## config.mk

```make
export PLATFORM = sky130hd
export DESIGN_NAME = vsi_cmd_rx
export DESIGN_NICKNAME = d
export VERILOG_FILES = /design/src/rtl/vsi_cmd_rx.sv
export SDC_FILE = /design/constraint.sdc
export NUM_CORES = 1
export LEC_CHECK = 0
export CAP_MARGIN = 20
export CORE_MARGIN = 1.5
export CORE_UTILIZATION = 61
export CTS_BUF_LIST = sky130_fd_sc_hd__clkbuf_8
export DETAILED_ROUTE_END_ITERATION = 7
export GPL_TIMING_DRIVEN = 0
export MAX_ROUTING_LAYER = met4
export PLACE_DENSITY = 0.84
export SLEW_MARGIN = 20
export SYNTH_ARGS = -nofsm -noshare
export SYNTH_HDL_FRONTEND = slang
export SYNTH_SLANG_ARGS = --single-unit
```

## constraint.sdc

```tcl
create_clock -name bb_clk_in -period 2.1 [get_ports bb_clk_in]
set_input_delay 0.21 -clock bb_clk_in [delete_from_list [all_inputs] [get_ports bb_clk_in]]
set_output_delay 0.21 -clock bb_clk_in [all_outputs]
set_load 0.05 [all_outputs]
```

## src/rtl/vsi_cmd_rx.sv

```systemverilog
// vsi_cmd_rx: receive side of the COM command link.
// Deserialises 11-bit odd-parity bytes from COM, assembles the 6-byte command
// frame (marker, flag, len_hi, len_lo, crc_hi, crc_lo), checks CRC-16/CCITT,
// and presents the result as a cmd_valid or cmd_err pulse.
//
// Bit FSM
//   state    | meaning
//   B_IDLE   | line idle, looking for a low sample (start bit)
//   B_START  | waiting half a bit to confirm the start bit
//   B_DATA   | shifting in 8 data bits, LSB first
//   B_PARITY | sampling the odd-parity bit
//   B_STOP   | sampling the stop bit, then byte-done next cycle
//
// Frame FSM
//   state         | meaning
//   F_WAIT_MARKER | idle, expecting the marker byte
//   F_FLAG        | expecting the flag byte
//   F_LEN_H       | expecting the length high byte
//   F_LEN_L       | expecting the length low byte
//   F_CRC_H       | expecting the CRC high byte
//   F_CRC_L       | expecting the CRC low byte, then compare
module vsi_cmd_rx #(
    parameter int          OVS          = 4,
    parameter logic [7:0]  MARKER       = 8'hA5,
    parameter int          TIMEOUT_BITS = 32
) (
    input  logic        bb_clk_in,
    input  logic        rst_h,
    input  logic        sample_stb,
    input  logic        COM,
    output logic        cmd_valid,
    output logic [7:0]  cmd_flag,
    output logic [15:0] cmd_length,
    output logic        cmd_err,
    output logic [2:0]  err_code,
    output logic        busy
);

    localparam int SMP_W = (OVS > 2) ? $clog2(OVS) : 1;
    localparam logic [SMP_W-1:0] SMP_FULL = SMP_W'(OVS - 1);
    localparam logic [SMP_W-1:0] SMP_HALF = SMP_W'(OVS / 2 - 1);
    localparam int GAP_LIMIT = TIMEOUT_BITS * OVS;
    localparam int GAP_W = $clog2(GAP_LIMIT);
    localparam logic [GAP_W-1:0] GAP_LOAD = GAP_W'(GAP_LIMIT - 1);

    localparam logic [2:0] ERR_NONE    = 3'b000;
    localparam logic [2:0] ERR_PARITY  = 3'b001;
    localparam logic [2:0] ERR_STOP    = 3'b010;
    localparam logic [2:0] ERR_MARKER  = 3'b011;
    localparam logic [2:0] ERR_CRC     = 3'b100;
    localparam logic [2:0] ERR_TIMEOUT = 3'b101;

    typedef enum logic [2:0] {
        B_IDLE, B_START, B_DATA, B_PARITY, B_STOP
    } bit_state_t;

    typedef enum logic [2:0] {
        F_WAIT_MARKER, F_FLAG, F_LEN_H, F_LEN_L, F_CRC_H, F_CRC_L
    } frame_state_t;

    // CRC-16 x^16+x^12+x^5+1, byte processed MSB first
    function automatic logic [15:0] crc16_upd(input logic [15:0] c, input logic [7:0] d);
        logic [15:0] r;
        r = c;
        for (int i = 7; i >= 0; i--) begin
            if (r[15] ^ d[i])
                r = {r[14:0], 1'b0} ^ 16'h1021;
            else
                r = {r[14:0], 1'b0};
        end
        return r;
    endfunction

    logic               com_s1, com_s2;
    bit_state_t         bit_state, bit_next;
    logic [SMP_W-1:0]   smp_cnt;
    logic [2:0]         bit_cnt;
    logic [7:0]         shreg;
    logic               par_err;
    logic               byte_done;
    logic [7:0]         byte_data;
    logic [2:0]         byte_err;
    logic               smp_tick;
    logic               start_det;

    frame_state_t       frame_state, frame_next;
    logic [15:0]        crc_reg;
    logic [7:0]         crc_hi;
    logic [7:0]         flag_sh, lenh_sh, lenl_sh;
    logic               byte_ok;
    logic               crc_match;
    logic               ev_valid, ev_err;
    logic [2:0]         ev_code;
    logic [GAP_W-1:0]   gap_cnt;
    logic               gap_to;

    assign smp_tick  = sample_stb && (smp_cnt == '0);
    assign start_det = sample_stb && (bit_state == B_IDLE) && !com_s2;
    assign busy      = (frame_state != F_WAIT_MARKER);
    assign byte_ok   = byte_done && (byte_err == ERR_NONE);
    assign crc_match = ({crc_hi, byte_data} == crc_reg);

    // Two-flop synchroniser for the asynchronous COM line (idles high)
    always_ff @(posedge bb_clk_in) begin
        if (rst_h) begin
            com_s1 <= 1'b1;
            com_s2 <= 1'b1;
        end else begin
            com_s1 <= COM;
            com_s2 <= com_s1;
        end
    end

    // Bit FSM state register
    always_ff @(posedge bb_clk_in) begin
        if (rst_h)
            bit_state <= B_IDLE;
        else
            bit_state <= bit_next;
    end

    // Bit FSM next-state; a high start re-sample is a false start
    always_comb begin
        bit_next = bit_state;
        case (bit_state)
            B_IDLE:   if (start_det) bit_next = B_START;
            B_START:  if (smp_tick) bit_next = com_s2 ? B_IDLE : B_DATA;
            B_DATA:   if (smp_tick && (bit_cnt == 3'd7)) bit_next = B_PARITY;
            B_PARITY: if (smp_tick) bit_next = B_STOP;
            B_STOP:   if (smp_tick) bit_next = B_IDLE;
            default:  bit_next = B_IDLE;
        endcase
    end

    // Sample down-counter, shift register and byte-done with error code
    always_ff @(posedge bb_clk_in) begin
        if (rst_h) begin
            smp_cnt   <= '0;
            bit_cnt   <= '0;
            shreg     <= '0;
            par_err   <= 1'b0;
            byte_done <= 1'b0;
            byte_data <= '0;
            byte_err  <= ERR_NONE;
        end else begin
            byte_done <= 1'b0;
            if (start_det) begin
                smp_cnt <= SMP_HALF;
                bit_cnt <= '0;
            end else if ((bit_state != B_IDLE) && sample_stb) begin
                smp_cnt <= (smp_cnt == '0) ? SMP_FULL : smp_cnt - 1'b1;
            end
            if ((bit_state == B_DATA) && smp_tick) begin
                shreg   <= {com_s2, shreg[7:1]};
                bit_cnt <= bit_cnt + 1'b1;
            end
            if ((bit_state == B_PARITY) && smp_tick)
                par_err <= ~(^shreg ^ com_s2);
            if ((bit_state == B_STOP) && smp_tick) begin
                byte_done <= 1'b1;
                byte_data <= shreg;
                // parity error wins over a simultaneous stop error
                if (par_err)
                    byte_err <= ERR_PARITY;
                else if (!com_s2)
                    byte_err <= ERR_STOP;
                else
                    byte_err <= ERR_NONE;
            end
        end
    end

    // Inter-byte gap down-counter, armed only while a frame is in progress
    always_ff @(posedge bb_clk_in) begin
        if (rst_h) begin
            gap_cnt <= GAP_LOAD;
            gap_to  <= 1'b0;
        end else begin
            gap_to <= 1'b0;
            if (!busy || start_det) begin
                gap_cnt <= GAP_LOAD;
            end else if ((bit_state == B_IDLE) && sample_stb) begin
                if (gap_cnt == '0) begin
                    gap_to  <= 1'b1;
                    gap_cnt <= GAP_LOAD;
                end else begin
                    gap_cnt <= gap_cnt - 1'b1;
                end
            end
        end
    end

    // Frame FSM state register
    always_ff @(posedge bb_clk_in) begin
        if (rst_h)
            frame_state <= F_WAIT_MARKER;
        else
            frame_state <= frame_next;
    end

    // Frame FSM next-state and result events; valid and err are exclusive
    always_comb begin
        frame_next = frame_state;
        ev_valid   = 1'b0;
        ev_err     = 1'b0;
        ev_code    = ERR_NONE;
        if (byte_done) begin
            if (byte_err != ERR_NONE) begin
                ev_err     = 1'b1;
                ev_code    = byte_err;
                frame_next = F_WAIT_MARKER;
            end else begin
                case (frame_state)
                    F_WAIT_MARKER: begin
                        if (byte_data == MARKER) begin
                            frame_next = F_FLAG;
                        end else begin
                            ev_err  = 1'b1;
                            ev_code = ERR_MARKER;
                        end
                    end
                    F_FLAG:  frame_next = F_LEN_H;
                    F_LEN_H: frame_next = F_LEN_L;
                    F_LEN_L: frame_next = F_CRC_H;
                    F_CRC_H: frame_next = F_CRC_L;
                    F_CRC_L: begin
                        frame_next = F_WAIT_MARKER;
                        if (crc_match) begin
                            ev_valid = 1'b1;
                        end else begin
                            ev_err  = 1'b1;
                            ev_code = ERR_CRC;
                        end
                    end
                    default: frame_next = F_WAIT_MARKER;
                endcase
            end
        end else if (gap_to && busy) begin
            ev_err     = 1'b1;
            ev_code    = ERR_TIMEOUT;
            frame_next = F_WAIT_MARKER;
        end
    end

    // CRC accumulation and header shadows; CRC bytes themselves are not fed in
    always_ff @(posedge bb_clk_in) begin
        if (rst_h) begin
            crc_reg <= 16'hFFFF;
            crc_hi  <= '0;
            flag_sh <= '0;
            lenh_sh <= '0;
            lenl_sh <= '0;
        end else if (byte_ok) begin
            case (frame_state)
                F_WAIT_MARKER: if (byte_data == MARKER) crc_reg <= crc16_upd(16'hFFFF, byte_data);
                F_FLAG: begin
                    flag_sh <= byte_data;
                    crc_reg <= crc16_upd(crc_reg, byte_data);
                end
                F_LEN_H: begin
                    lenh_sh <= byte_data;
                    crc_reg <= crc16_upd(crc_reg, byte_data);
                end
                F_LEN_L: begin
                    lenl_sh <= byte_data;
                    crc_reg <= crc16_upd(crc_reg, byte_data);
                end
                F_CRC_H: crc_hi <= byte_data;
                default: ;
            endcase
        end
    end

    // Registered result pulses; decoded fields and error code hold between pulses
    always_ff @(posedge bb_clk_in) begin
        if (rst_h) begin
            cmd_valid  <= 1'b0;
            cmd_err    <= 1'b0;
            err_code   <= ERR_NONE;
            cmd_flag   <= '0;
            cmd_length <= '0;
        end else begin
            cmd_valid <= ev_valid;
            cmd_err   <= ev_err;
            if (ev_err)
                err_code <= ev_code;
            if (ev_valid) begin
                cmd_flag   <= flag_sh;
                cmd_length <= {lenh_sh, lenl_sh};
            end
        end
    end

endmodule
```

# == After elaboration in Yosys (flattened, before gate mapping) ==
# Cells that the tools add are included.
# totals
ff_bits,119
input_bits,4
out_inout_bits,30
wordCells,303
# classes
add_sub_neg,3
n_eq_ne,19
mux,160
bitwise_logic,61
reduce_logical,36
# ops
op,count
$mux 16,92
$mux 13,30
$not 3->3,29
$pmux 16 s4,1
$mux 3,15
$pmux 3 s5,2
$xor 1x1->1,30
$eq 16x16->1,1
$mux 1,13
$eq 3x2->1 const B,4
$eq 3x3->1 const B,4
$ne 2x2->1 const B,6
$logic_and 1x1->1,10
$reduce_and 2->1,5
$logic_not 3->1,3
$reduce_bool 3->1,3
$eq 8x8->1 const B,1
$mux 2,4
$reduce_xor 8->1,1
$logic_not 7->1,1
$mux 7,1
$sub 7x1->7 const B,1
$eq 3x1->1 const B,2
$pmux 3 s2,1
14 further kinds,19

# == Logic depth before layout (Yosys ltp) ==
# logic_depth
word_depth,45
mapped_depth,8
ltp_nobuf,7

# == Worst setup path before layout ==
# OpenSTA, ideal clock, no wires.
# synth_timing
kind,register to register
startpoint,reg frame_state[0]
endpoint,reg crc_reg[10]
arrival_ns,1.959
required_time_ns,1.980
path_slack_ns,0.021
stages_incl_launch_ff,9
synth_period_minus_slack_ns,2.079
path_cell_list,dfxtp_1 > clkbuf_1 > nor3_1 > inv_1 > a41o_1 > nand2_1 > buf_2 > nor2_1 > a211o_1
# synth_via
elab_chain_len,3
word_cells_on_any_way,8
# synth_lines
element,line_no,text
"start, declared",86,"frame_state_t frame_state, frame_next;"
"start signal, assigned",198,frame_state <= frame_next;
$eq 3x2->1 (tied with other cells),254,case (frame_state)
$reduce_bool 4->1 (no source line) or $ne 2x2->1 (tied branches),-,
$reduce_and 3->1 (no source line),-,
"end signal, assigned",255,"F_WAIT_MARKER: if (byte_data == MARKER) crc_reg <= crc16_upd(16'hFFFF, byte_data);"
"end signal, assigned",258,"crc_reg <= crc16_upd(crc_reg, byte_data);"
"end signal, assigned",262,"crc_reg <= crc16_upd(crc_reg, byte_data);"
"end, declared",87,logic [15:0] crc_reg;
# Parallel ways exist; a longest one is shown, timed or not.
# A chain may end at the register's enable or synchronous reset.

# == Worst setup path in the final report ==
# layout_timing
startpoint,reg frame_state[1]
endpoint,reg crc_reg[11]
# The elaborated chain is that of the path after synthesis.

==> results.py <==
metrics = {
    "run_status": {
        "status": "completed",
    },
    "floorplan": {
        "core-area_mm2": 0.00868,
        "start_util_pct": 62.6,
        "dieArea_mm2": 0.00948,
        "rows": 34,
        "die_w_um": 97.4,
        "die_y_um": 97.4,
        "ioPinCount": 34,
    },
    "synthesis": {
        "synth_cell_type_count": 48,
        "synthFlopType": "dfxtp_1",
        "synth_nets": 588,
        "synth_edf_count": 0,
        "syn_avg_cell_area_um2": 9.37,
        "syn-cell-area_mm2": 0.00543,
        "yosys.area.top_type_share_pct": 43.5,
        "async_flop_share_pct": 0,
        "ys_ff_latch": 118,
        "synth_commonest_cells": "dfxtp_1, nor2_1, mux2i_1, xnor2_1",
        "synth_seq_area_share_pct": 43.5,
        "synth.most_common_cell": "dfxtp_1",
        "synth-warning-count": 0,
        "synthCells": 580,
        "netlist_top_cells_area": "dfxtp_1, mux2i_1, xnor2_1, nor2_1, xor2_1",
        "synth_top_area_cell": "dfxtp_1",
    },
    "cells_and_area": {
        "diodes": 0,
        "syn2layout_area_growth_pct": 18.3,
        "drive_above_1_share_pct": 11.5,
        "nNetsFinal": 639,
        "final_core_util_pct": 74.1,
        "instances_no_fill": 752,
    },
    "placement": {
        "dp_hpwl_mm": 8.22,
        "gp_congestion": 0.901,
        "dpl.cell_count": 719,
        "io_buffers": 31,
    },
    "global_routing": {
        "grt_max_degree": 17,
        "grt_overflow": 0,
        "grt_pass1_wl_mm": 20.5,
        "grtUsageTotal_pct": 28.1,
        "grt_antenna_before_repair": 0,
        "grt_pass1_vias": 4412,
    },
    "clocking": {
        "root_buffer": "clkbuf_8",
        "clockBufferDepth": 2,
        "cts_hold_buf": 0,
        "clkTransAtPathRegs_ns": 0.07,
        "clock-sinks": 118,
        "clkLatencyLatePin_ns": 0.44,
        "cts_max_level": 4,
        "numCtsBuffers": 17,
        "cts_tree": "built",
    },
    "timing": {
        "setup_viol": 0,
        "relSlewSlack_pct": 54.0,
        "drv_slew": 0,
        "min_period_ns": 2.05,
        "final.period_utilization_pct": 97.5,
        "max_freq_ghz": 0.488,
        "hold_viol_final": 0,
        "finClkSkew_ns": 0.0110,
        "whs_ns": 0.240,
        "worst_pin_slew_ns": 0.690,
    },
    "route": {
        "dr.pass1.iters": 5,
        "ant_nets": 0,
        "wl_per_cell_um": 16.6,
        "dr.first_iter.drc_count": 315,
        "drc": 0,
        "via_per_inst": 5.74,
        "num_vias": 4318,
        "wl_mm": 12.5,
    },
    "worst_setup_path": {
        "path_max_fanout": 10,
        "start_kind": "flip-flop",
        "worstPathRequired_ns": 2.42,
        "path_class": "reg2reg",
        "cp.arrival_ns": 2.37,
        "endpoint_kind": "flip-flop",
    },
    "power": {
        "p_total_mw": 4.73,
        "irDropWorstVdd_uv": 532,
        "p_per_area_mw_per_mm2": 736,
        "power.leakage_nw": 2.49,
    },
    "hold_path": {
        "hp-class": "in2reg",
    },
    "flow_run": {
        "drv_cap": 0,
    },
}
per-layer routing:
layer	vias up	share of wire, %	GRT usage [%]
met4	0	2.3	12.7
met5	-	0	-
li1	2046	-	-
met1	2051	41	31.3
met2	184	50	47.6
met3	37	6.2	6.62
power breakdown:
group          internal [mW]  switching, mW  total (mW)
Clock                   1.42          0.978        2.40
Sequential              2.24        0.00444        2.24
Combinational         0.0287         0.0625      0.0912
cells in the final DEF (no fill, tap or decap), drive strengths merged, types with 22 or more instances in the layout:
cell type	netlist	layout
buf	18	22
clkbuf	26	41
clkdlybuf4s50	0	30
dfxtp	118	118
mux2i	67	67
nand2	27	27
nand2b	31	31
nor2	88	88
xnor2	38	38
xor2	31	31
cell families after synthesis:
group | count (synthesis) | share of synthesized area (%)
XOR/XNOR | 69 | 11.1
buffers and inverters | 51 | 4.97
adder cells (fa/ha/maj) | 4 | 0.921
AO/OA/AOI/OAI | 56 | 7.16
flip-flops | 118 | 43.5
multiplexers | 67 | 12.3
AND/OR/NAND/NOR | 215 | 20.0
repair_timing:
item / CTS / global route
endpoints found under the setup margin: 43 / 52
setup buffers: 3 / 1
gates resized for setup: 10 / 14
hold endpoints to repair: 0 / 0
pin swaps: 2 / 3
metrics by stage:
stage	setup WS, ns	setup TNS (ns)	cell area (um2)
2_1_floorplan	0.0215	0	5430
3_3_place_gp	-0.396	-9.95	5880
3_5_place_dp	-0.495	-12.65	5880
4_1_cts	0.000194	0	6400
5_1_grt	-0.0592	-0.238	6430
6_report	0.0519	0	6430
worst paths after layout:
path	start	to	slack, ns	cells after the start
worst max-delay path	frame_state[1]	crc_reg[11]	0.05	8
worst min-delay path	sample_stb	smp_cnt[0]	0.24	3
worst max register to register	frame_state[1]	crc_reg[11]	0.05	8
worst min register to register	com_s1	com_s2	0.43	1
critical path, cell delays in order (launching register included):
cell and delay, ns:
dfxtp_1 0.30, clkbuf_1 0.24, nor3_2 0.23, inv_1 0.14, a41o_1 0.30, nand2_4 0.17, buf_4 0.21, nor2_1 0.07
a211o_1 0.26
layout make-up:
cell class	instances	area [um2]
Buffer	41	244
Clock buffer	17	234
Clock inverter	15	229
Fill cell	598	2250
Inverter	7	26.3
Multi-Input combinational cell	411	2850
Sequential cell	118	2360
Tap cell	108	135
Timing Repair Buffer	35	348
Power figures use the tool's default switching activity.
==> patch 1 (same settings) <==
`MARKER`: 8'hA5 -> 8'h52.
--- a/src/rtl/vsi_cmd_rx.sv
+++ b/src/rtl/vsi_cmd_rx.sv
@@ -21,7 +21,7 @@
 //   F_CRC_L       | expecting the CRC low byte, then compare
 module vsi_cmd_rx #(
     parameter int          OVS          = 4,
-    parameter logic [7:0]  MARKER       = 8'hA5,
+    parameter logic [7:0]  MARKER       = 8'h52,
     parameter int          TIMEOUT_BITS = 32
 ) (
     input  logic        bb_clk_in,
Formal check against the unedited RTL: no difference found for any inputs over 4 cycles, from zero or initial values and one cycle with rst_h high; that may be too few to reach the edited logic, so the function may still have changed.
==> patch 1 against the original RTL <==
Sequential cell count stayed put; critical path depth stayed put; count of clock-buffer cells in the layout is 1 higher; routed wire length is 2.0% higher; worst setup slack worse by 0.00077 ns; design area is 2.1% lower; synthesized cell count is 0.52% lower; critical path type unchanged; clock skew is 0.0068 ns higher; utilization is 1.8 points higher; total power is 1.3% higher; area after synthesis is 2.4% lower; sequential power hardly changed.
==> patch 1: results (changes against the original RTL) <==
| Metric | Value |
|---|---|
| Top post-synthesis cells by area | dfxtp_1, mux2i_1, xnor2_1, nand2_1, nor2_1 |
| Final Skew | 0.01785 ns (+0.006840 ns) |
| Vias per cell | 5.734 (-0.13%) |
| Met2 GRT Util | 50.12% (+2.5 points) |
| TritonCTS Buffers | 17 (unchanged) |
| Gp weighted congestion | 0.9813 (+8.9%) |
| Placed cell count | 714 (-0.70%) |
| Reg2reg start | byte_data[6] |
| Vias in the first global route | 4086 (-7.4%) |
| Post-Synth Adder-Cell Area | 0.9441% (+0.023 points) |
| Global routing usage on met3 | 9.005% (+2.4 points) |
| Worst-Skew Late Latency | 0.45 ns |
| Post-synthesis mux area share | 12.65% (+0.31 points) |
| Sequential share of the synthesized area | 44.56% (+1.1 points) |
| Tot GR Track Use | 29.74% (+1.7 points) |
| Status | complete, no violations |
| Fin cells | 749 (-0.40%) |
| Dpl ws | -0.2389 ns (+0.2562 ns) |
| Commonest cells post-synth | dfxtp_1, nand2_1, nor2_1 |
| Placed inst area | 0.005753 mm^2 (-2.1%) |
| Worst Path Arrival | 2.41 ns (+0.04 ns) |
| Peak VDD IR | 0.0004275 V (-20%) |
| Avg Inst Size Synth | 9.188 um^2 (-1.9%) |
| GR met1 Demand/Resource | 32.53% (+1.2 points) |
| First-pass GRT wire length | 19.85 mm (-3.4%) |
| Port buffer count | 32 (+3.2%) |
| Final HPWL DP | 8.279 mm (+0.67%) |
| Post-synthesis xor/xnor area fraction | 11.40% (+0.28 points) |
| Clock-pin transition on the worst setup and hold timing paths | 0.09 ns (+0.02 ns) |
| Mapped Nets | 585 (-0.51%) |
| LEAKAGE | 0.002509 uW (+0.83%) |
| Die width | 96.23 um (-1.2%) |
| Starting DRT DRC Count | 214 (-32%) |
| Filler cell count | 574 (-4.0%) |
[patch 1: cell count changes after synthesis, moves of 3 or more]
| cell | change |
|---|---|
| nand2_1 | +61 |
| nand2b_1 | -27 |
| or2b_1 | -20 |
| nor2_1 | -16 |
| o211ai_1 | +11 |
| a211o_1 | -8 |
| a22oi_1 | -5 |
| buf_2 | -4 |
| a211oi_1 | -3 |
[patch 1: layer usage]
metal  vias up  share of wire [%]  wire [um]
met4         0                2.7        348
met2       132                 50       6411
met5         -                  0          0
met1      2077                 42       5338
met3        34                4.9        629
li1       2052                  -          -
[patch 1: timing repair]
action | in CTS | in global routing
gates resized for setup | 2 | 13
cloned | 0 | 1
endpoints found under the setup margin | 25 | 54
buffers inserted | 2 | 3
pin swaps | 2 | 4
[patch 1: layout make-up]
type,count,area [um^2],share of cell area [%]
multi-input combinational,411,2693,42.77
timing repair buffer,38,381.6,6.061
clock buffer,18,247.7,3.935
clock inverter,14,222.7,3.537
tap,105,131.4,2.087
inverter,6,22.52,0.3577
buffer,39,234.0,3.716
sequential,118,2364,37.54
[patch 1: worst max-delay path, delay by kind of cell (launching register included)]
family | cells | cell delay (ns)
AND/OR/NAND/NOR | 3 | 0.75
buffers and inverters | 3 | 0.49
flip-flops | 1 | 0.30
multiplexers | 1 | 0.26
XOR/XNOR | 1 | 0.18
[patch 1: where the power goes]
part	switching [uW]	internal (uW)	total, uW
combinational	68.6	20.9	89.5
sequential	3.78	2240	2240
clock	1010	1460	2460
total	1080	3720	4800
[patch 1: metrics by stage]
step,utilization [%],hold slack [ns]
2_1_floorplan,-,0.3138
3_3_place_gp,69.32,0.3980
3_5_place_dp,69.32,0.4057
4_1_cts,75.17,0.1959
5_1_grt,75.86,0.2280
6_report,75.86,0.2405
[patch 1: final timing paths]
check,end,slack (ns)
worst min register to register,com_s2,0.42
worst max-delay path,cmd_length[10],0.05
worst max register to register,cmd_length[10],0.05
worst min-delay path,smp_cnt[0],0.24
[patch 1: kinds of logic (layout without fill, tap and decap cells)]
group                    count (synthesis)  count (layout)
AND/OR/NAND/NOR                        215             215
XOR/XNOR                                69              69
AO/OA/AOI/OAI                           56              56
adder cells (fa/ha/maj)                  4               4
multiplexers                            67              67
flip-flops                             118             118
buffers and inverters                   48             115
==> patch 2 (same settings) <==
Made on the original files. Reset style: asynchronous (`rst_h`), changed in 7 clocked blocks.
--- a/src/rtl/vsi_cmd_rx.sv
+++ b/src/rtl/vsi_cmd_rx.sv
@@ -101,7 +101,7 @@
     assign crc_match = ({crc_hi, byte_data} == crc_reg);
 
     // Two-flop synchroniser for the asynchronous COM line (idles high)
-    always_ff @(posedge bb_clk_in) begin
+    always_ff @(posedge bb_clk_in or posedge rst_h) begin
         if (rst_h) begin
             com_s1 <= 1'b1;
             com_s2 <= 1'b1;
@@ -112,7 +112,7 @@
     end
 
     // Bit FSM state register
-    always_ff @(posedge bb_clk_in) begin
+    always_ff @(posedge bb_clk_in or posedge rst_h) begin
         if (rst_h)
             bit_state <= B_IDLE;
         else
@@ -133,7 +133,7 @@
     end
 
     // Sample down-counter, shift register and byte-done with error code
-    always_ff @(posedge bb_clk_in) begin
+    always_ff @(posedge bb_clk_in or posedge rst_h) begin
         if (rst_h) begin
             smp_cnt   <= '0;
             bit_cnt   <= '0;
@@ -171,7 +171,7 @@
     end
 
     // Inter-byte gap down-counter, armed only while a frame is in progress
-    always_ff @(posedge bb_clk_in) begin
+    always_ff @(posedge bb_clk_in or posedge rst_h) begin
         if (rst_h) begin
             gap_cnt <= GAP_LOAD;
             gap_to  <= 1'b0;
@@ -191,7 +191,7 @@
     end
 
     // Frame FSM state register
-    always_ff @(posedge bb_clk_in) begin
+    always_ff @(posedge bb_clk_in or posedge rst_h) begin
         if (rst_h)
             frame_state <= F_WAIT_MARKER;
         else
@@ -243,7 +243,7 @@
     end
 
     // CRC accumulation and header shadows; CRC bytes themselves are not fed in
-    always_ff @(posedge bb_clk_in) begin
+    always_ff @(posedge bb_clk_in or posedge rst_h) begin
         if (rst_h) begin
             crc_reg <= 16'hFFFF;
             crc_hi  <= '0;
@@ -272,7 +272,7 @@
     end
 
     // Registered result pulses; decoded fields and error code hold between pulses
-    always_ff @(posedge bb_clk_in) begin
+    always_ff @(posedge bb_clk_in or posedge rst_h) begin
         if (rst_h) begin
             cmd_valid  <= 1'b0;
             cmd_err    <= 1'b0;
Behaviour: same outputs for any inputs over 4 cycles, from zero or initial values and one cycle with rst_h high; that may be too few to reach the edited logic, so the function may still have changed.
==> patch 2 against the original RTL <==
The run now ends with negative setup slack left; utilization is 3.3 points higher; hold slack worse by 0.063 ns; sequential cell count stayed put; synthesized cell count is 16% lower; area after synthesis is 1.1% higher; design area is 4.9% higher; worst setup slack worse by 0.095 ns; non-clock buffer count is 10 higher; routed wire length is 0.85% lower; largest cell class is now registers; highest routed layer unchanged.
Power is not compared: it rests on default switching activity, and its combinational part moved more than twofold at a synthesized area within 25%.
==> patch 2: results (changes against the original RTL) <==
| Metric | Value |
|---|---|
| Status | finished, violations left |
| Failing checks | negative setup slack |
| Critical R2R Capture | crc_reg[5] |
| Sequential share of the synthesized area | 54.34% (+11 points) |
| Non-clock buffers, area share | 11.24% (+2.0 points) |
| Gp weighted congestion | 0.8771 (-2.7%) |
| Non-clk bufs | 86 (+13%) |
| Final HPWL DP | 7.216 mm (-12%) |
| Top post-synthesis cells by area | dfrtp_1, dfstp_2, mux2_2, xnor2_1, nand2_1 |
| Commonest cells post-synth | dfrtp_1, nand2_1, mux2_2 |
| Filler cell count | 506 (-15%) |
| Final worst slack | -0.04332 ns (-0.09521 ns) |
| First-pass GRT wire length | 18.70 mm (-9.0%) |
| Fraction of area in multi-input gates | 35.49% (-8.8 points) |
| Final Skew | 0.009972 ns (-0.001038 ns) |
| Tot GR Track Use | 25.59% (-2.5 points) |
| Post_cts resized | 12 (+2) |
| Largest net degree at the start of global routing | 34 (+17) |
| Top Family by Delay on Critical Path | XOR/XNOR gates |
| Per-cell routed wire length | 18.04 um (+8.7%) |
| Reg2reg start | byte_data[4] |
| Netlist cell types | 56 (+17%) |
| Synth async-reset ratio | 100.0% (+100 points) |
| Crit path largest cell delay | 0.40 ns (+0.10 ns) |
| CP Max Fanout | 6 (-4) |
| Measured slew at the worst slew-check pin | 0.6023 ns (-0.08753 ns) |
| Mapped Nets | 496 (-16%) |
| Non-clock inverters | 9 (+2) |
| Vias post-DR | 3980 (-7.8%) |
| Port buffer count | 33 (+6.5%) |
| Share of cells above drive strength 1 | 30.28% (+19 points) |
| Clock buf/inv share | 6.474% (-0.73 points) |
| Slowest stage cell on the critical path | xnor2_1 |
| Vias in the first global route | 3949 (-10%) |
| Setup violations, final | 7 (+7) |
| Final hold slack | 0.1772 ns (-0.06265 ns) |
-- patch 2: changes by cell type after synthesis, sizes merged, moves of 27 or more --
cell    change
dfxtp     -118
nand2      +60
nor2       -65
dfrtp      +93
mux2i      -65
nand2b     -27
mux2       +58
-- patch 2: how the worst max path moves through the flow --
stage                 startpoint              to  slack, ns  cells past startpoint
floorplan            crc_reg[15]     cmd_flag[0]       0.05                      7
global placement           rst_h      lenl_sh[0]      -0.56                      2
detailed placement   crc_reg[15]   cmd_length[7]      -0.36                      7
CTS                 byte_data[4]      crc_reg[5]      0.006                      7
global route        byte_data[3]  cmd_length[13]      -0.03                      7
finish              byte_data[4]      crc_reg[5]      -0.04                      6
-- patch 2: kinds of logic after synthesis --
logic type,synth area share [%]
AO/OA/AOI/OAI,6.744
XOR/XNOR,8.772
adder cells (fa/ha/maj),0.9114
buffers and inverters,3.144
flip-flops,54.34
multiplexers,12.80
AND/OR/NAND/NOR,13.28
-- patch 2: through the flow --
| stage | setup TNS (ns) | instance area [um^2] | std cells | worst slack [ns] | utilization [%] |
|---|---|---|---|---|---|
| 6_report | -0.06536 | 6745 | 686 | -0.04332 | 77.35 |
| 4_1_cts | 0 | 6499 | 664 | 0.005771 | 74.52 |
| 2_1_floorplan | 0 | 5495 | 488 | 0.04574 | - |
| 5_1_grt | -0.6067 | 6745 | 686 | -0.03399 | 77.35 |
| 3_3_place_gp | -61.15 | 5961 | 629 | -0.5621 | 68.35 |
| 3_5_place_dp | -8.650 | 6021 | 632 | -0.3572 | 69.04 |
-- patch 2: metal layers --
metal  share of wire [%]  GRT usage (%)
met5                   0              -
met3                 5.0          4.796
met1                  42          33.12
met2                  50          39.20
met4                 2.7          12.20
